==> src/rtl/alu_issue_arb.sv <==
// Two-requester issue arbiter for a shared combinational ALU: IDLE -> EXEC -> WB per op.
// Build option: define ALU_ARB_FIXED_PRIO_EN for fixed priority (port 0 wins ties) instead of round-robin.
module alu_issue_arb #(
  parameter int OPW = 5
) (
  input  logic           clk,
  input  logic           rst,
  input  logic           req0_valid,
  output logic           req0_ready,
  input  logic [OPW-1:0] req0_op,
  input  logic [4:0]     req0_rd,
  input  logic [31:0]    req0_rs1,
  input  logic [31:0]    req0_rs2,
  input  logic [19:0]    req0_imm,
  input  logic           req1_valid,
  output logic           req1_ready,
  input  logic [OPW-1:0] req1_op,
  input  logic [4:0]     req1_rd,
  input  logic [31:0]    req1_rs1,
  input  logic [31:0]    req1_rs2,
  input  logic [19:0]    req1_imm,
  output logic           alu_valid,
  output logic [OPW-1:0] alu_op,
  output logic [4:0]     alu_rd,
  output logic [31:0]    alu_rs1,
  output logic [31:0]    alu_rs2,
  output logic [19:0]    alu_imm,
  input  logic [4:0]     alu_rd_out,
  input  logic           alu_out_en,
  input  logic [31:0]    alu_rd_data,
  output logic           wb_valid,
  input  logic           wb_ready,
  output logic           wb_src,
  output logic [4:0]     wb_rd,
  output logic [31:0]    wb_data,
  output logic           wb_err
);

  // state | meaning
  // IDLE  | waiting for a request; ready offered to the arbitration winner
  // EXEC  | latched operands presented to the ALU for one cycle
  // WB    | ALU result held on wb_* until wb_ready
  typedef enum logic [1:0] {IDLE, EXEC, WB} state_t;

  state_t         state, state_nxt;
  logic           win;
  logic           hs;
  logic           src_q;
  logic [OPW-1:0] op_q;
  logic [4:0]     rd_q;
  logic [31:0]    rs1_q, rs2_q;
  logic [19:0]    imm_q;

`ifdef ALU_ARB_FIXED_PRIO_EN
  always_comb begin
    win = ~req0_valid;
  end
`else
  logic last_gnt;

  always_comb begin
    if (req0_valid && req1_valid) win = ~last_gnt;
    else                          win = ~req0_valid;
  end

  always_ff @(posedge clk or posedge rst) begin
    if (rst)     last_gnt <= 1'b1;
    else if (hs) last_gnt <= win;
  end
`endif

  // Ready is held low while reset is asserted so no handshake can be seen during reset.
  assign hs         = (state == IDLE) && (req0_valid || req1_valid) && !rst;
  assign req0_ready = hs && !win;
  assign req1_ready = hs && win;

  always_ff @(posedge clk or posedge rst) begin
    if (rst) state <= IDLE;
    else     state <= state_nxt;
  end

  always_comb begin
    state_nxt = state;
    case (state)
      IDLE:    if (hs) state_nxt = EXEC;
      EXEC:    state_nxt = WB;
      WB:      if (wb_ready) state_nxt = IDLE;
      default: state_nxt = IDLE;
    endcase
  end

  always_comb begin
    alu_valid = 1'b0;
    alu_op    = '0;
    alu_rd    = '0;
    alu_rs1   = '0;
    alu_rs2   = '0;
    alu_imm   = '0;
    wb_valid  = 1'b0;
    case (state)
      EXEC: begin
        alu_valid = 1'b1;
        alu_op    = op_q;
        alu_rd    = rd_q;
        alu_rs1   = rs1_q;
        alu_rs2   = rs2_q;
        alu_imm   = imm_q;
      end
      WB:      wb_valid = 1'b1;
      default: ;
    endcase
  end

  always_ff @(posedge clk or posedge rst) begin
    if (rst) begin
      src_q <= 1'b0;
      op_q  <= '0;
      rd_q  <= '0;
      rs1_q <= '0;
      rs2_q <= '0;
      imm_q <= '0;
    end else if (hs) begin
      src_q <= win;
      op_q  <= win ? req1_op  : req0_op;
      rd_q  <= win ? req1_rd  : req0_rd;
      rs1_q <= win ? req1_rs1 : req0_rs1;
      rs2_q <= win ? req1_rs2 : req0_rs2;
      imm_q <= win ? req1_imm : req0_imm;
    end
  end

  // Writes to x0 or from a disabled ALU result carry no data.
  always_ff @(posedge clk or posedge rst) begin
    if (rst) begin
      wb_src  <= 1'b0;
      wb_rd   <= '0;
      wb_data <= '0;
      wb_err  <= 1'b0;
    end else if (state == EXEC) begin
      wb_src  <= src_q;
      wb_rd   <= alu_rd_out;
      wb_data <= (alu_out_en && (alu_rd_out != 5'd0)) ? alu_rd_data : 32'd0;
      wb_err  <= ~alu_out_en;
    end
  end

endmodule
==> config.mk <==
export PLATFORM = sky130hd
export DESIGN_NAME = alu_issue_arb
export DESIGN_NICKNAME = d
export VERILOG_FILES = /design/src/rtl/alu_issue_arb.sv
export SDC_FILE = /design/constraint.sdc
export NUM_CORES = 1
export LEC_CHECK = 0
export CAP_MARGIN = 40
export CORE_AREA = 2 2 144 146
export CTS_CLUSTER_DIAMETER = 120
export DETAILED_ROUTE_END_ITERATION = 10
export DIE_AREA = 0 0 146 148
export PLACE_DENSITY = 0.75
export SLEW_MARGIN = 20
export SYNTH_ARGS = -nofsm -noshare
export SYNTH_HDL_FRONTEND = slang
export SYNTH_SLANG_ARGS = --single-unit
export TNS_END_PERCENT = 100
==> constraint.sdc <==
create_clock -name clk -period 11.1 [get_ports clk]
set_clock_uncertainty 0.2 [all_clocks]
set_input_delay 3.33 -clock clk [delete_from_list [all_inputs] [get_ports clk]]
set_output_delay 3.33 -clock clk [all_outputs]
set_load 0.01 [all_outputs]
==> results.json <==
{
  "fmax_ghz": 0.111,
  "power.density_nw_per_um2": 198,
  "overflow": 0,
  "clockBufferDepth": 2,
  "die_h_um": 148,
  "ys_ff_latch": 137,
  "max-vdd-ir-drop_mv": 0.0990,
  "cts_num_sinks": 137,
  "hold_buffers": 0,
  "setup_violations": 0,
  "dpl_cell_area_um2": 10900,
  "dieWidth_um": 146,
  "fin_crit_sh_pct": 81.1,
  "cts_made_buffers": 17,
  "final_nets": 1280,
  "critical_path_class": "in2out",
  "comb_power_share_pct": 37.5,
  "gp_congestion": 0.785,
  "core-area_um2": 20000,
  "cp_max_fo": 51,
  "hpwl_mm": 16.7,
  "num_io_pins": 368,
  "dr.pass1.iters": 5,
  "p_leak_nw": 4.70,
  "syn_to_final_growth_pct": 62.9,
  "stdcell_count": 1332,
  "critPathRequiredTime_ns": 7.57,
  "synth_area_per_cell_um2": 9.74,
  "ys_warn_count": 0,
  "grt_max_degree": 75,
  "crit_path_start_kind": "primary input",
  "dpl_worst_slack_ns": 2.06,
  "design_area_um2": 11600,
  "ctsHtreeMaxLevel": 4,
  "clk_pin_slew_ns": 0.07,
  "power_mw": 2.29,
  "rsz0062_at_grt": "no",
  "p_int_mw": 1.55,
  "root_buffer": "clkbuf_16",
  "drt_wl_total_mm": 24.9,
  "netlist_instances": 728,
  "fin_tns_setup_ns": 0,
  "hold_violations": 0,
  "dp_cells": 1298,
  "insertion_delay_ns": 0.41,
  "drive_gt1_share_pct": 11.0,
  "period_minus_slack_ns": 9.01,
  "fill_cells": 1777,
  "crit_path_end_kind": "primary output",
  "cts_tree": "yes",
  "drcViolationCount": 0,
  "hold_ws_ns": 0.275,
  "layout_setup_ws_ns": 2.09,
  "via_per_inst": 5.22,
  "fin_util_pct": 57.7,
  "switching_power_mw": 0.742,
  "grt_antenna_before_repair": 1,
  "crit_arrival_ns": 5.48,
  "vias": 6959,
  "grt_pass1_wl_mm": 38.2,
  "initial_core_util_pct": 35.4,
  "synthDistinctLibCells": 23,
  "netlist_area_um2": 7090,
  "grt_pass1_vias": 6920,
  "maxCapViolCount": 0,
  "ant_nets": 0,
  "num_rows": 52,
  "status": "finished clean",
  "syn_nets": 959,
  "ys_seq_area_share_pct": 48.4,
  "io_buffers": 367,
  "cts_resized": 0,
  "slew_headroom_pct": 50.7,
  "grtUsageTotal_pct": 22.2,
  "drv_slew": 0,
  "diodes": 0,
  "die_area_um2": 21600,
  "min_path_type": "reg2reg",
  "postCtsSetupRepairBufs": 0,
  "wire_per_inst_um": 18.7,
  "power_switching_share_pct": 32.4,
  "clock_power_share_pct": 25.6,
  "drt_iter0_drc": 296,
  "p_seq_share_pct": 36.9,
  "tightest_slew_ns": 0.739
}
-- worst paths after layout --
path | slack (ns) | depth (start not counted) | to | start
setup / recovery | 2.09 | 4 | req1_ready | rst
hold / removal | 0.27 | 2 | wb_rd[4]$_DFFE_PP0P_ | wb_rd[4]$_DFFE_PP0P_
setup reg to reg | 8.20 | 6 | wb_data[3]$_DFFE_PP0P_ | state[1]$_DFFE_PP0P_
hold reg to reg | 0.27 | 2 | wb_rd[4]$_DFFE_PP0P_ | wb_rd[4]$_DFFE_PP0P_
max in group asynchronous | 6.36 | 4 | rs2_q[17]$_DFFE_PP0P_ | rst
min in group asynchronous | 3.24 | 2 | state[0]$_DFFE_PP0P_ | rst
-- kinds of logic after synthesis --
kind of cell    Yosys count  share of synthesized area [%]
simple gates            376                           30.0
compound gates          131                           15.9
flops                   137                           48.4
buf+inv                  84                           5.66
-- metal layers --
layer	part of all wire, %	vias up	global-route usage [%]
met5	0.052	-	0
met4	2.3	2	7.23
met3	7.7	38	7.59
met2	49	277	37.5
met1	41	3412	26.8
li1	-	3230	-
-- power by group through the flow --
stage | sequential, mW | combinational, mW | clock [mW]
after floorplan | 0.841 | 0.433 | 0
after global placement | 0.842 | 0.829 | 0
after detailed placement | 0.845 | 0.859 | 0
after CTS | 0.843 | 0.856 | 0.598
after global routing | 0.870 | 0.925 | 0.624
final | 0.844 | 0.858 | 0.586
-- sequential cells by signal, indices dropped and copies added (netlist names), 2 cells and up --
signal,count
imm_q,20
rs1_q,32
op_q,5
wb_rd,5
state,2
rd_q,5
wb_data,32
rs2_q,32
-- critical path: stages --
cell and delay (ns):
clkdlybuf4s50_1 0.51, nor3_2 0.29, and3_4 0.66, clkdlybuf4s50_1 0.66
-- cell usage in the layout, fill, tap and decap left out, types with 7 or more instances in the layout --
cell type | netlist | routed
clkdlybuf4s50_1 | 0 | 365
nand2_1 | 146 | 146
dfrtp_1 | 136 | 136
a221o_1 | 94 | 94
and2_1 | 94 | 94
nor3_2 | 61 | 61
nor3_1 | 34 | 34
nand3_1 | 33 | 33
o21ai_1 | 31 | 30
clkbuf_16 | 0 | 17
buf_4 | 0 | 10
inv_6 | 0 | 7
-- synth_stat cells --
cell type,count,share of area (%)
and2_1,94,8.3
o21ai_0,4,0.28
nand3_1,33,2.3
and3_1,1,0.088
a221o_1,94,13
dfstp_2,1,0.37
inv_2,1,0.053
nand2_1,146,7.7
or4_1,1,0.11
inv_1,4,0.21
buf_6,7,1.1
nor3_2,61,8.6
dfrtp_1,136,48
nand2b_1,3,0.26
buf_1,2,0.11
nor3_1,34,2.4
nor2b_1,1,0.088
clkbuf_1,43,2.3
buf_2,27,1.9
o21a_1,2,0.21
nor2_1,1,0.053
or3_1,1,0.088
o21ai_1,31,2.2
-- final cells by class --
cell class                 instances  area [um2]  share of cell area [%]
multi-input combinational        507        3300                    28.5
clock buffer                      18         439                    3.80
tap                              270         338                    2.92
sequential                       137        3430                    29.7
clock inverter                    14         160                    1.39
timing repair buffer             381        3860                    33.4
inverter                           5        25.0                   0.217
(Power assumes the default switching activity.)
